## config.mk

```make
export PLATFORM = sky130hd
export DESIGN_NAME = alu_result_stage
export DESIGN_NICKNAME = d
export VERILOG_FILES = /design/src/rtl/alu_result_stage.sv
export SDC_FILE = /design/constraint.sdc
export NUM_CORES = 1
export LEC_CHECK = 0
export BUFFER_PORTS_ARGS = -buffer_cell sky130_fd_sc_hd__buf_4
export CORE_AREA = 2 2 83 85
export CTS_BUF_LIST = sky130_fd_sc_hd__clkbuf_4 sky130_fd_sc_hd__clkbuf_8
export CTS_CLUSTER_SIZE = 16
export DETAILED_ROUTE_END_ITERATION = 8
export DIE_AREA = 0 0 85 87
export SYNTH_ARGS = -nofsm -noshare
export SYNTH_HDL_FRONTEND = slang
export SYNTH_SLANG_ARGS = --single-unit
export TNS_END_PERCENT = 30
```

## constraint.sdc

```tcl
create_clock -name clk -period 1.6 [get_ports clk]
set_input_delay 0.32 -clock clk [delete_from_list [all_inputs] [get_ports clk]]
set_output_delay 0.32 -clock clk [all_outputs]
set_load 0.005 [all_outputs]
```

## src/rtl/alu_result_stage.sv

```systemverilog
// Execute-to-writeback stage: 2-entry valid/ready buffer behind the ALU plus the
// architectural {C,V,N,Z} flag register that feeds carry back to the ALU.
module alu_result_stage #(
  parameter int          WIDTH     = 16,
  parameter int          TAG_W     = 3,
  parameter logic [3:0]  FLAGS_RST = 4'b0000
) (
  input  logic             clk,
  input  logic             reset,
  input  logic             in_valid,
  output logic             in_ready,
  input  logic [3:0]       in_f,
  input  logic [WIDTH-1:0] in_y,
  input  logic [TAG_W-1:0] in_tag,
  input  logic             in_carry,
  input  logic             in_overflow,
  input  logic             in_negative,
  input  logic             in_zero,
  input  logic             flag_we,
  input  logic [3:0]       flag_wdata,
  output logic             qc,
  output logic [3:0]       flags,
  output logic             out_valid,
  input  logic             out_ready,
  output logic [WIDTH-1:0] out_y,
  output logic [TAG_W-1:0] out_tag,
  output logic [3:0]       out_flags
);

  logic             accept;
  logic             pop;
  logic [3:0]       in_flags;
  logic [3:0]       flag_next;

  logic             skid_valid;
  logic [WIDTH-1:0] skid_y;
  logic [TAG_W-1:0] skid_tag;
  logic [3:0]       skid_flags;

  logic             out_valid_n;
  logic [WIDTH-1:0] out_y_n;
  logic [TAG_W-1:0] out_tag_n;
  logic [3:0]       out_flags_n;
  logic             skid_valid_n;
  logic [WIDTH-1:0] skid_y_n;
  logic [TAG_W-1:0] skid_tag_n;
  logic [3:0]       skid_flags_n;

  assign accept   = in_valid & in_ready;
  assign pop      = out_valid & out_ready;
  assign in_flags = {in_carry, in_overflow, in_negative, in_zero};
  assign qc       = flags[3];

  // Flags update when a result is accepted, so a dependent ADC/SBC issued the
  // very next cycle already sees the new carry; a direct load overrides it.
  always_comb begin
    flag_next = flags;
    if (accept) begin
      case (in_f)
        4'h1, 4'h2, 4'h3, 4'h4, 4'h5, 4'h6: flag_next = in_flags;
        4'h8, 4'h9, 4'ha, 4'hb, 4'hc:       flag_next[1:0] = in_flags[1:0];
        4'hd, 4'he: begin
          flag_next[3]   = in_carry;
          flag_next[1:0] = in_flags[1:0];
        end
        default: flag_next = flags;
      endcase
    end
    if (flag_we) flag_next = flag_wdata;
  end

  // Head register is the output; the skid entry only fills while the head is stuck.
  always_comb begin
    out_valid_n  = out_valid;
    out_y_n      = out_y;
    out_tag_n    = out_tag;
    out_flags_n  = out_flags;
    skid_valid_n = skid_valid;
    skid_y_n     = skid_y;
    skid_tag_n   = skid_tag;
    skid_flags_n = skid_flags;
    if (pop || !out_valid) begin
      if (skid_valid) begin
        out_valid_n  = 1'b1;
        out_y_n      = skid_y;
        out_tag_n    = skid_tag;
        out_flags_n  = skid_flags;
        skid_valid_n = 1'b0;
      end else if (accept) begin
        out_valid_n  = 1'b1;
        out_y_n      = in_y;
        out_tag_n    = in_tag;
        out_flags_n  = flag_next;
      end else begin
        out_valid_n  = 1'b0;
      end
    end else if (accept) begin
      skid_valid_n = 1'b1;
      skid_y_n     = in_y;
      skid_tag_n   = in_tag;
      skid_flags_n = flag_next;
    end
  end

  always_ff @(posedge clk) begin
    if (reset) begin
      flags      <= FLAGS_RST;
      out_valid  <= 1'b0;
      out_y      <= '0;
      out_tag    <= '0;
      out_flags  <= '0;
      skid_valid <= 1'b0;
      skid_y     <= '0;
      skid_tag   <= '0;
      skid_flags <= '0;
      in_ready   <= 1'b1;
    end else begin
      flags      <= flag_next;
      out_valid  <= out_valid_n;
      out_y      <= out_y_n;
      out_tag    <= out_tag_n;
      out_flags  <= out_flags_n;
      skid_valid <= skid_valid_n;
      skid_y     <= skid_y_n;
      skid_tag   <= skid_tag_n;
      skid_flags <= skid_flags_n;
      in_ready   <= ~(out_valid_n & skid_valid_n);
    end
  end

endmodule
```

After elaboration in Yosys (flattened, before gate mapping)

Cells that the tools add are included.
Widths: inputs -> output; s select.

Bits in registers: 53
Input port bits: 36
Word-level logic and storage cells: 52

Equal/unequal tests: 13
Muxes and demuxes: 16
Bitwise operators: 5
Reduce and logical (&&, ||, !) cells: 8

Operators with widths:

| kind               | count |
|---|---|
| $mux 16            | 2 |
| $eq 4x4->1 const B | 7 |
| $mux 4             | 4 |
| $reduce_or 13->1   | 1 |
| $eq 4x3->1 const B | 3 |
| $eq 4x2->1 const B | 2 |
| $reduce_or 8->1    | 1 |
| $mux 1             | 7 |
| $mux 3             | 2 |
| $reduce_or 6->1    | 1 |
| $eq 4x1->1 const B | 1 |
| $reduce_and 2->1   | 2 |
| $and 1x1->1        | 3 |
| $mux 2             | 1 |
| $not 1->1          | 2 |
| $reduce_bool 2->1  | 1 |
| $logic_not 1->1    | 1 |
| $logic_or 1x1->1   | 1 |

Logic depth before layout (Yosys ltp)

Depth after elaboration: 7
Mapped depth: 6
Gate-level depth less buffers: 5

Worst setup path before layout

Ideal clock, no wire load.

Path kind: register -> register
Start: register in_ready
End: register out_flags[2]
Arrival: 1.374 ns
Required time: 1.464 ns
Setup slack: 0.090 ns
Stages on the path, launching flop included: 6
Cell sequence: dfxtp_1 > nand2_1 > nor4_2 > mux2_2 > o21ai_2 > o32ai_2

Cells in the longest elaborated chain, start to end: 5
Elaborated cells between the ends (all ways): 7
Those cells by class: 4 x mux; 1 x bitwise; 2 x reduce/logical

Ends and longest elaborated chain:

| item                     | RTL line | text |
|---|---|---|
| start: declaration       | 11       | `output logic in_ready,` |
| start signal: assignment | 127      | `in_ready <= ~(out_valid_n & skid_valid_n);` |
| $and 1x1->1 (*)          | 49       | `assign accept = in_valid & in_ready;` |
| $mux 4                   | 58       | `if (accept) begin` |
| $mux 4                   | 69       | `if (flag_we) flag_next = flag_wdata;` |
| $mux 4                   | 89       | `end else if (accept) begin` |
| $mux 4                   | 83       | `if (skid_valid) begin` |
| end signal: assignment   | 122      | `out_flags <= out_flags_n;` |
| end: declaration         | 27       | `output logic [3:0] out_flags` |

Mark *: on every way between the ends. The rest lies on a longest branch, timed or not. The select of a mux whose other input is x is not followed.
A chain may end at the register's enable or synchronous reset.

Worst setup path in the final report

Ends and elaborated chain as after synthesis.

==> impl_results.md <==
- Core Util, Final: 45.0%
- CP Buf/Inv Count: 1
- Final period utilization: 99.0%
- Top_reg_cell synth: dfxtp_1
- Input/output buffers: 65
- GRT overflow: 0
- Slew Limit Fails: 0
- Htree depth: 2
- Worst-path clk slew: 100 ps
- Post-route setup slack: 15.5 ps
- Yosys cell types: 32
- Async SR Flop Fraction: 0%
- CTS sink cnt: 53
- Hold Crit Depth: 3
- Post-Syn Nets: 285
- Pwr Density: 897 nW/um^2
- Vias in the first global route: 1804
- Most common library cells after synthesis: dfxtp_1, nand2_1, a21oi_1
- Skew-Pair Late Insertion Delay: 300 ps
- DP Cell Count: 390
- Hold path start: in_y[5]
- Setup CP Type: reg -> reg
- Worst reg2reg path depth: 6
- Mapped Avg Cell Area: 8.78 sq um
- Flops & latches, synth: 53
- Tightest hold margin: 266 ps
- Pre-Repair DR Iteration Count: 4
- Global-route wire length before repair: 8660 microns
- Bufs on Longest Clock Path: 2
- Flop2flop setup slack: 20 ps
- Initial Util: 33.3%
- Ys Warns: 0
- Critical path endpoint category: flip-flop
- Worst Max-Slew Pin Slew: 584 ps
- FF-to-FF End: out_flags[2]
- Worst Setup Start Kind: flip-flop
- Cell count after synthesis: 249
- I/O pin total: 66
- P&R area growth vs syn: 35.1%
- CP Max Fanout: 5
- Die width: 85 microns
- CP max-delay cell: dfxtp_2
- Crit path max-delay family: simple AND/OR/NAND/NOR gates
- Hold_buf cts: 0
- RR Startpoint: in_ready
- All-Layer GR Usage: 14.3%
- DPL Wire Length: 3430 microns
- Root Driver: clkbuf_8
- Post-synth EDFFs: 0
- Critical Path, Cell by Cell: buf_4, nand2_2, nor4_2, mux2_4, o21ai_4, o32ai_2
- Slowest stage delay, CP: 350 ps
- Setup violations, final: 0
- Row cnt: 30
- DR vias: 1944
- Die area: 7400 sq um
- RSZ-0062 raised after global routing: yes
- Leak Pwr: 1.16 nW
- Final Non-Filler Cells: 400
- Post-DRT Antenna Nets: 0
- Initial antenna violation count: 0
- Final Critical Period: 1580 ps
- Fillers: 656
- Largest net degree at the start of global routing: 28
- Ant. Diodes: 0
- WP data required: 1770 ps
- Worst hold path class: in -> reg
- CTS buffer count: 5
- Post-route DRC: 0
- Setup WS pre-CTS: -272 ps
- Fin nets: 355
- WP data arrival: 1750 ps
- Hold EP: skid_y[5]
- Area contributors post-synth: dfxtp_1, mux2i_1, nand2_1
- Peak supply drop: 410 uV
- DR WL/cell: 13.1 microns
- Top cell type's share of synthesized area: 48.5%
- Most common cell in the netlist: dfxtp_1
- GPL Wtd Cong: 0.810
- Layout cell share with drive strength beyond 1: 32.8%
- Outcome: completed
- Post-Route WL: 5240 microns
- Core area: 6570 sq um
- Setup TNS: 0 ps
- Max cap viols: 0
- Final hold vios: 0
- Clock Skews: 10.2 ps
- Syn Std Cell Area: 2190 sq um
- Worst rel slew slack: 61.0%
- Cell taking the most area after synthesis: dfxtp_1
- Post-synthesis sequential area ratio: 48.5%
- Vias per std cell: 4.86
- Max Clock Freq: 631 MHz
- TritonCTS clock tree: done
- Iteration-0 DRC Markers: 82
- Die height: 87 microns
stage by stage:
| stage | instance area, sq um | power [W] |
|---|---|---|
| 6_report | 2950 | 0.00265 |
| 4_1_cts | 2940 | 0.00269 |
| 5_1_grt | 2950 | 0.00280 |
| 3_5_place_dp | 2820 | 0.00192 |
| 2_1_floorplan | 2190 | 0.00168 |
| 3_3_place_gp | 2820 | 0.00191 |
kinds of logic (layout without fill, tap and decap cells):
logic type,after synthesis,in the layout,synth area share [%]
compound gates,61,61,19.0
mux,20,20,9.21
flops,53,53,48.5
buf+inv,21,91,4.06
simple gates,94,95,19.2
worst max path at each step:
stage | slack, ps | endpoint | depth (start not counted) | from
finish | 20 | out_flags[2] | 6 | in_ready
global route | -40 | out_flags[2] | 6 | in_ready
CTS | -40 | out_flags[2] | 6 | in_ready
detailed placement | -270 | out_flags[2] | 6 | in_valid
global placement | -250 | out_flags[2] | 6 | in_valid
floorplan | 90 | out_flags[2] | 5 | in_ready
cell usage in the layout (no fill, tap or decap), types with 2 or more instances in the layout:
cell,instances
nor2_2,2
inv_1,4
a311oi_2,2
nand2_1,44
buf_4,78
and3_1,2
o311a_1,2
nor2_1,25
or3_1,2
clkinvlp_4,2
clkbuf_8,5
a21oi_1,25
o21ai_1,4
nor2_4,2
dfxtp_1,51
o31a_1,2
a211oi_1,19
nand2b_1,2
dfxtp_2,2
nor3_1,5
nor3_2,2
mux2i_1,19
nor2b_1,3
sequential cells by signal (all words and copies together) (netlist names):
signal and cells:
skid_valid 1, skid_flags 4, out_valid 1, flags 4, in_ready 1, skid_y 16, skid_tag 3, out_flags 4
out_y 16, out_tag 3
timing repair:
action                                 in CTS  in global routing
endpoints found under the hold margin       0                  0
gates resized for setup                     6                  2
cloned                                      1                  0
buffers inserted                            0                  1
setup endpoints to repair                  20                  7
pin swaps                                   2                  2
where the power goes:
group / switching [W] / leakage (nW) / internal, W / total (W)
clock: 0.000423 / 0.0408 / 0.000326 / 0.000749
combinational: 0.000219 / 0.679 / 0.000244 / 0.000463
sequential: 0.0000415 / 0.435 / 0.00140 / 0.00144
total: 0.000683 / 1.16 / 0.00197 / 0.00265
tightest hold or removal path, delay by kind of cell:
family	cells	cell delay, ps
simple gates	1	50
buf+inv	1	110
compound gates	1	50
per-layer routing:
metal	global-route usage, %	wire (microns)	vias up
met3	2.94	199	4
met4	4.04	66	0
li1	-	-	1007
met2	24.6	2610	35
met1	18.2	2360	898
met5	0	0	-
cell type report:
class / instances / area (sq um) / area share [%]
repair buffers: 79 / 606 / 20.5
inverters: 4 / 15.0 / 0.508
multi-input cells: 176 / 1080 / 36.5
well taps: 80 / 100 / 3.39
clock buffers: 6 / 76.3 / 2.58
clock inverters: 2 / 15.0 / 0.508
flip-flops and latches: 53 / 1060 / 36.0
Power figures use the tool's default switching activity.
